==> src/rtl/noc_pkg.sv <==
// Shared NoC definitions: flit geometry, PE credit budget and the flit field
// layout used by the router, plus the FIFO operation encoding.
package noc_pkg;

    localparam int FLIT_W     = 20;
    localparam int PE_CREDITS = 4;
    localparam int PE_CNT_W   = $clog2(PE_CREDITS + 1);

    // Flit field layout, MSB first: dest | src | payload
    localparam int DEST_W      = 4;
    localparam int SRC_W       = 4;
    localparam int PAYLOAD_W   = 12;
    localparam int PAYLOAD_LSB = 0;
    localparam int SRC_LSB     = PAYLOAD_LSB + PAYLOAD_W;
    localparam int DEST_LSB    = SRC_LSB + SRC_W;

    typedef struct packed {
        logic [DEST_W-1:0]    dest;
        logic [SRC_W-1:0]     src;
        logic [PAYLOAD_W-1:0] payload;
    } flit_t;

    // What the FIFO does this cycle, encoded as {push, pop}
    typedef enum logic [1:0] {
        FIFO_IDLE = 2'b00,
        FIFO_POP  = 2'b01,
        FIFO_PUSH = 2'b10,
        FIFO_BOTH = 2'b11
    } fifo_op_e;

endpackage

==> src/rtl/noc_flit_fifo.sv <==
// First-word-fall-through flit FIFO: storage, wrap-around pointers and the
// occupancy counter. DEPTH need not be a power of two, so pointers wrap by
// compare-and-clear instead of natural overflow.
import noc_pkg::*;

module noc_flit_fifo #(
    parameter int FLIT_W = noc_pkg::FLIT_W,
    parameter int DEPTH  = noc_pkg::PE_CREDITS,
    parameter int CNT_W  = $clog2(DEPTH + 1)
) (
    input  logic              clk,
    input  logic              RST,
    input  logic              push,
    input  logic              pop,
    input  logic [FLIT_W-1:0] wr_data,
    output logic [FLIT_W-1:0] rd_data,
    output logic [CNT_W-1:0]  occupancy
);

    localparam int PTR_W = (DEPTH > 1) ? $clog2(DEPTH) : 1;
    localparam logic [PTR_W-1:0] LAST_PTR = PTR_W'(DEPTH - 1);

    logic [FLIT_W-1:0] mem [DEPTH];

    logic [PTR_W-1:0] wr_ptr_reg, wr_ptr_next;
    logic [PTR_W-1:0] rd_ptr_reg, rd_ptr_next;
    logic [CNT_W-1:0] occ_reg, occ_next;
    fifo_op_e         op;

    assign op = fifo_op_e'({push, pop});

    // Next-state for pointers and occupancy; simultaneous push/pop leaves the count alone
    always_comb begin
        wr_ptr_next = wr_ptr_reg;
        rd_ptr_next = rd_ptr_reg;
        occ_next    = occ_reg;
        if (push) begin
            wr_ptr_next = (wr_ptr_reg == LAST_PTR) ? '0 : wr_ptr_reg + 1'b1;
        end
        if (pop) begin
            rd_ptr_next = (rd_ptr_reg == LAST_PTR) ? '0 : rd_ptr_reg + 1'b1;
        end
        case (op)
            FIFO_PUSH: occ_next = occ_reg + 1'b1;
            FIFO_POP:  occ_next = occ_reg - 1'b1;
            default:   occ_next = occ_reg;
        endcase
    end

    // Pointer and occupancy registers; reset discards whatever is held
    always_ff @(posedge clk) begin
        if (RST) begin
            wr_ptr_reg <= '0;
            rd_ptr_reg <= '0;
            occ_reg    <= '0;
        end else begin
            wr_ptr_reg <= wr_ptr_next;
            rd_ptr_reg <= rd_ptr_next;
            occ_reg    <= occ_next;
        end
    end

    // Per-entry storage write; contents are deliberately left alone on reset
    for (genvar gi = 0; gi < DEPTH; gi++) begin : g_entry
        always_ff @(posedge clk) begin
            if (push && (wr_ptr_reg == PTR_W'(gi))) begin
                mem[gi] <= wr_data;
            end
        end
    end

    assign rd_data   = mem[rd_ptr_reg];
    assign occupancy = occ_reg;

endmodule

==> src/rtl/noc_credit_rx_port.sv <==
// Receive side of the credit-based PE<->router link. Buffers incoming flits
// in a FWFT FIFO, returns one registered credit pulse per flit consumed and
// flags (stickily) any flit that arrives with no room left.
import noc_pkg::*;

module noc_credit_rx_port #(
    parameter int FLIT_W = noc_pkg::FLIT_W,
    parameter int DEPTH  = noc_pkg::PE_CREDITS,
    parameter int CNT_W  = $clog2(DEPTH + 1)
) (
    input  logic              clk,
    input  logic              RST,
    input  logic [FLIT_W-1:0] datain,
    input  logic              in_valid,
    output logic              co,
    output logic [FLIT_W-1:0] dataout,
    output logic              out_valid,
    input  logic              out_ready,
    output logic [CNT_W-1:0]  occupancy,
    output logic              ovf_err
);

    logic push;
    logic pop;
    logic full;
    logic co_reg;
    logic ovf_reg;

    assign full      = (occupancy == CNT_W'(DEPTH));
    assign out_valid = (occupancy != '0);
    assign pop       = out_valid & out_ready;
    // A full buffer still accepts a flit when the head leaves in the same cycle
    assign push      = in_valid & (~full | pop);

    noc_flit_fifo #(
        .FLIT_W (FLIT_W),
        .DEPTH  (DEPTH),
        .CNT_W  (CNT_W)
    ) u_fifo (
        .clk       (clk),
        .RST       (RST),
        .push      (push),
        .pop       (pop),
        .wr_data   (datain),
        .rd_data   (dataout),
        .occupancy (occupancy)
    );

    // Credit return one cycle after each pop; sticky overflow on a dropped flit
    always_ff @(posedge clk) begin
        if (RST) begin
            co_reg  <= 1'b0;
            ovf_reg <= 1'b0;
        end else begin
            co_reg  <= pop;
            ovf_reg <= ovf_reg | (in_valid & full & ~pop);
        end
    end

    assign co      = co_reg;
    assign ovf_err = ovf_reg;

endmodule
==> config.mk <==
export PLATFORM = sky130hd
export DESIGN_NAME = noc_credit_rx_port
export DESIGN_NICKNAME = d
export VERILOG_FILES = /design/src/rtl/noc_pkg.sv /design/src/rtl/noc_flit_fifo.sv /design/src/rtl/noc_credit_rx_port.sv
export SDC_FILE = /design/constraint.sdc
export NUM_CORES = 1
export LEC_CHECK = 0
export ABC_AREA = 0
export CAP_MARGIN = 25
export CORE_MARGIN = 10
export CORE_UTILIZATION = 35
export DETAILED_ROUTE_END_ITERATION = 8
export SKIP_CTS_REPAIR_TIMING = 1
export SYNTH_ARGS = -nofsm -noshare
export SYNTH_HDL_FRONTEND = slang
export SYNTH_SLANG_ARGS = --single-unit
==> constraint.sdc <==
create_clock -name clk -period 2.4 [get_ports clk]
set_clock_uncertainty 0.15 [all_clocks]
set_input_delay 0.48 -clock clk [delete_from_list [all_inputs] [get_ports clk]]
set_output_delay 0.48 -clock clk [all_outputs]
set_load 0.005 [all_outputs]
==> run metrics <==
TritonRoute pass-1 iters 4; initial antenna violation count 0; share of cells above drive strength 1 29.6%; Synth area leader edfxtp_1; Initial Utilization between 30% and 40%; total CTS buffers 9; synthesized area 3420 um^2; most common cell after layout, fill and taps aside edfxtp_1; largest net degree at the start of global routing 21; area share of the leading cell type in the synthesized netlist 70.3%; Vias/cell 4.52; die width between 100 and 150 um; Pleak approximately 1.7 nW; final wirelength between 6 and 7 mm; WS Path Type reg -> reg; sequential element share of the synthesized area 76.7%; total grt overflow 0; synthesized-area fraction occupied by adder cells 2.78%; routed vias around 1700; mux contribution to synthesized area 13.5%; Die Span Y between 100 and 150 um; Simple-Gate Fraction of Synth Area 3.29%; Final Max Tran Viols 0; achievable frequency about 420 MHz; Critical Path AT 2490 ps; dpl ws -506 ps; core box area 9640 um^2; CTS HTree Levels 3; Root Driver clkbuf_8; Synth Area per Inst 21.0 um^2; Routed Antenna Nets 0; hpwl dp roughly 4.4 mm; Clock transition at path regs 90 ps; # rows 36; max reg flops 80; Die ar. 14100 um^2; Max Root-Sink Buffers 2; Required @ worst endpoint 2530 ps; maxcap violations 0; overall routing resource usage 9.48%; PnR Total Power 0.00404 W; first-pass GRT wire length between 10 and 15 mm; Worst Hold Class reg -> reg; Worst VDD drop 421 uV; Startpoint Class register; final-report setup violation count 0; Cells after Synth 163; vias in the first global route 1929; DR WL/cell 16.5 um; Layout area overhead 34.2%; Buffers on Ports 49; post-layout min period 2360 ps; clock latency on the worst-skew pair ~350 ps; Final Wtd Congestion ~0.75; Final Cycle Share 98.3%; register name with the most flops u_fifo.mem; Yosys warning total 0; status finished clean; CTS Sinks 91; synthesized flop and latch total between 90 and 100; DRC 0; most frequent cells in the layout 80 x edfxtp_1, 28 x clkdlybuf4s50_1, 28 x buf_4; main combinational cell family by area after synthesis multiplexers; register area 2630 um^2; Multi-input gate area 766 um^2; # fillers 844; top post-synthesis cells by area edfxtp_1 70%, mux4_2 13%, dfxtp_1 6.4%; Least-Margin Pin Slew 393 ps; post-synthesis cell type count 24; post-synthesis compound-gate area fraction roughly 1.7%; critical-path maximum fanout 2; setup slack after layout 40.6 ps; syn_nets 194; Antenna Cells 0; Power Density 882 nW/um^2; RSZ-0062 raised after global routing yes; I/O pin count 50; fin nets 279; endpoints failing hold 0; max_slew headroom approximately three quarters; post-synthesis xor/xnor area fraction 0.512%; CTS tree yes; crit end category register; Starting DRT DRC Count 70
layout make-up:
type / count / area share, %
Sequential cell: 91 / 57.3
Timing Repair Buffer: 80 / 17.7
Multi-Input combinational cell: 59 / 16.7
Tap cell: 133 / 3.63
Clock buffer: 11 / 2.86
Clock inverter: 5 / 1.17
Inverter: 7 / 0.573
per-stage QoR:
stage                     util [%]  cell area (um^2)  hold WS [ps]  instances  setup TNS (ps)
after floorplan                  -              3440           310        163            -129
after global placement        44.5              4290           312        363            -804
after detailed placement      44.5              4290           313        363            -927
after CTS                     46.4              4470           338        379           -2900
after global routing          47.6              4590           376        386           -76.5
final                         47.6              4590           329        386               0
worst max-delay path: stages (launching register included):
cell and delay [ps]:
dfxtp_2 330, or4b_4 510, and2_4 180, inv_2 60
ha_4 120, inv_2 30, fa_2 320, xor2_1 150
or3_1 320, a21oi_2 120
kinds of logic (layout without fill, tap and decap cells):
logic type	Yosys count	count (layout)
xor+xnor	2	2
simple gates	20	20
fa+ha+maj	7	7
mux	21	21
flops	91	91
buf+inv	13	103
compound gates	9	9
final timing paths:
check | from | endpoint | slack [ps] | cells past startpoint
setup / recovery | u_fifo.occupancy[1] | u_fifo.occupancy[2] | 40 | 9
hold / removal | ovf_err | ovf_err | 330 | 2
setup reg to reg | u_fifo.occupancy[1] | u_fifo.occupancy[2] | 40 | 9
hold reg to reg | ovf_err | ovf_err | 330 | 2
metal layers:
metal,track usage [%],vias up,wire length [um]
met4,3.21,0,60
met3,4.25,8,408
met5,0,-,0
met2,15.2,39,3140
li1,-,822,-
met1,11.2,874,2760
cell usage after synthesis:
cell type,n
mux2i_1,1
buf_2,3
inv_1,7
and3_1,4
or3_1,3
dfxtp_1,11
nand2_1,1
o31ai_2,1
ha_1,6
and2_4,1
edfxtp_1,80
o21ai_0,1
nor3_1,1
a21oi_1,5
nor2_1,6
fa_1,1
xor2_1,2
mux4_2,20
a21o_1,1
clkbuf_1,3
o31ai_1,1
or4b_1,1
nand3_1,2
nor4b_1,1
power breakdown:
part,internal (W),switching (W)
registers,0.00187,0.0000506
clock network,0.000477,0.000495
logic,0.000714,0.000438
total,0.00306,0.000984
(Power assumes the default switching activity.)
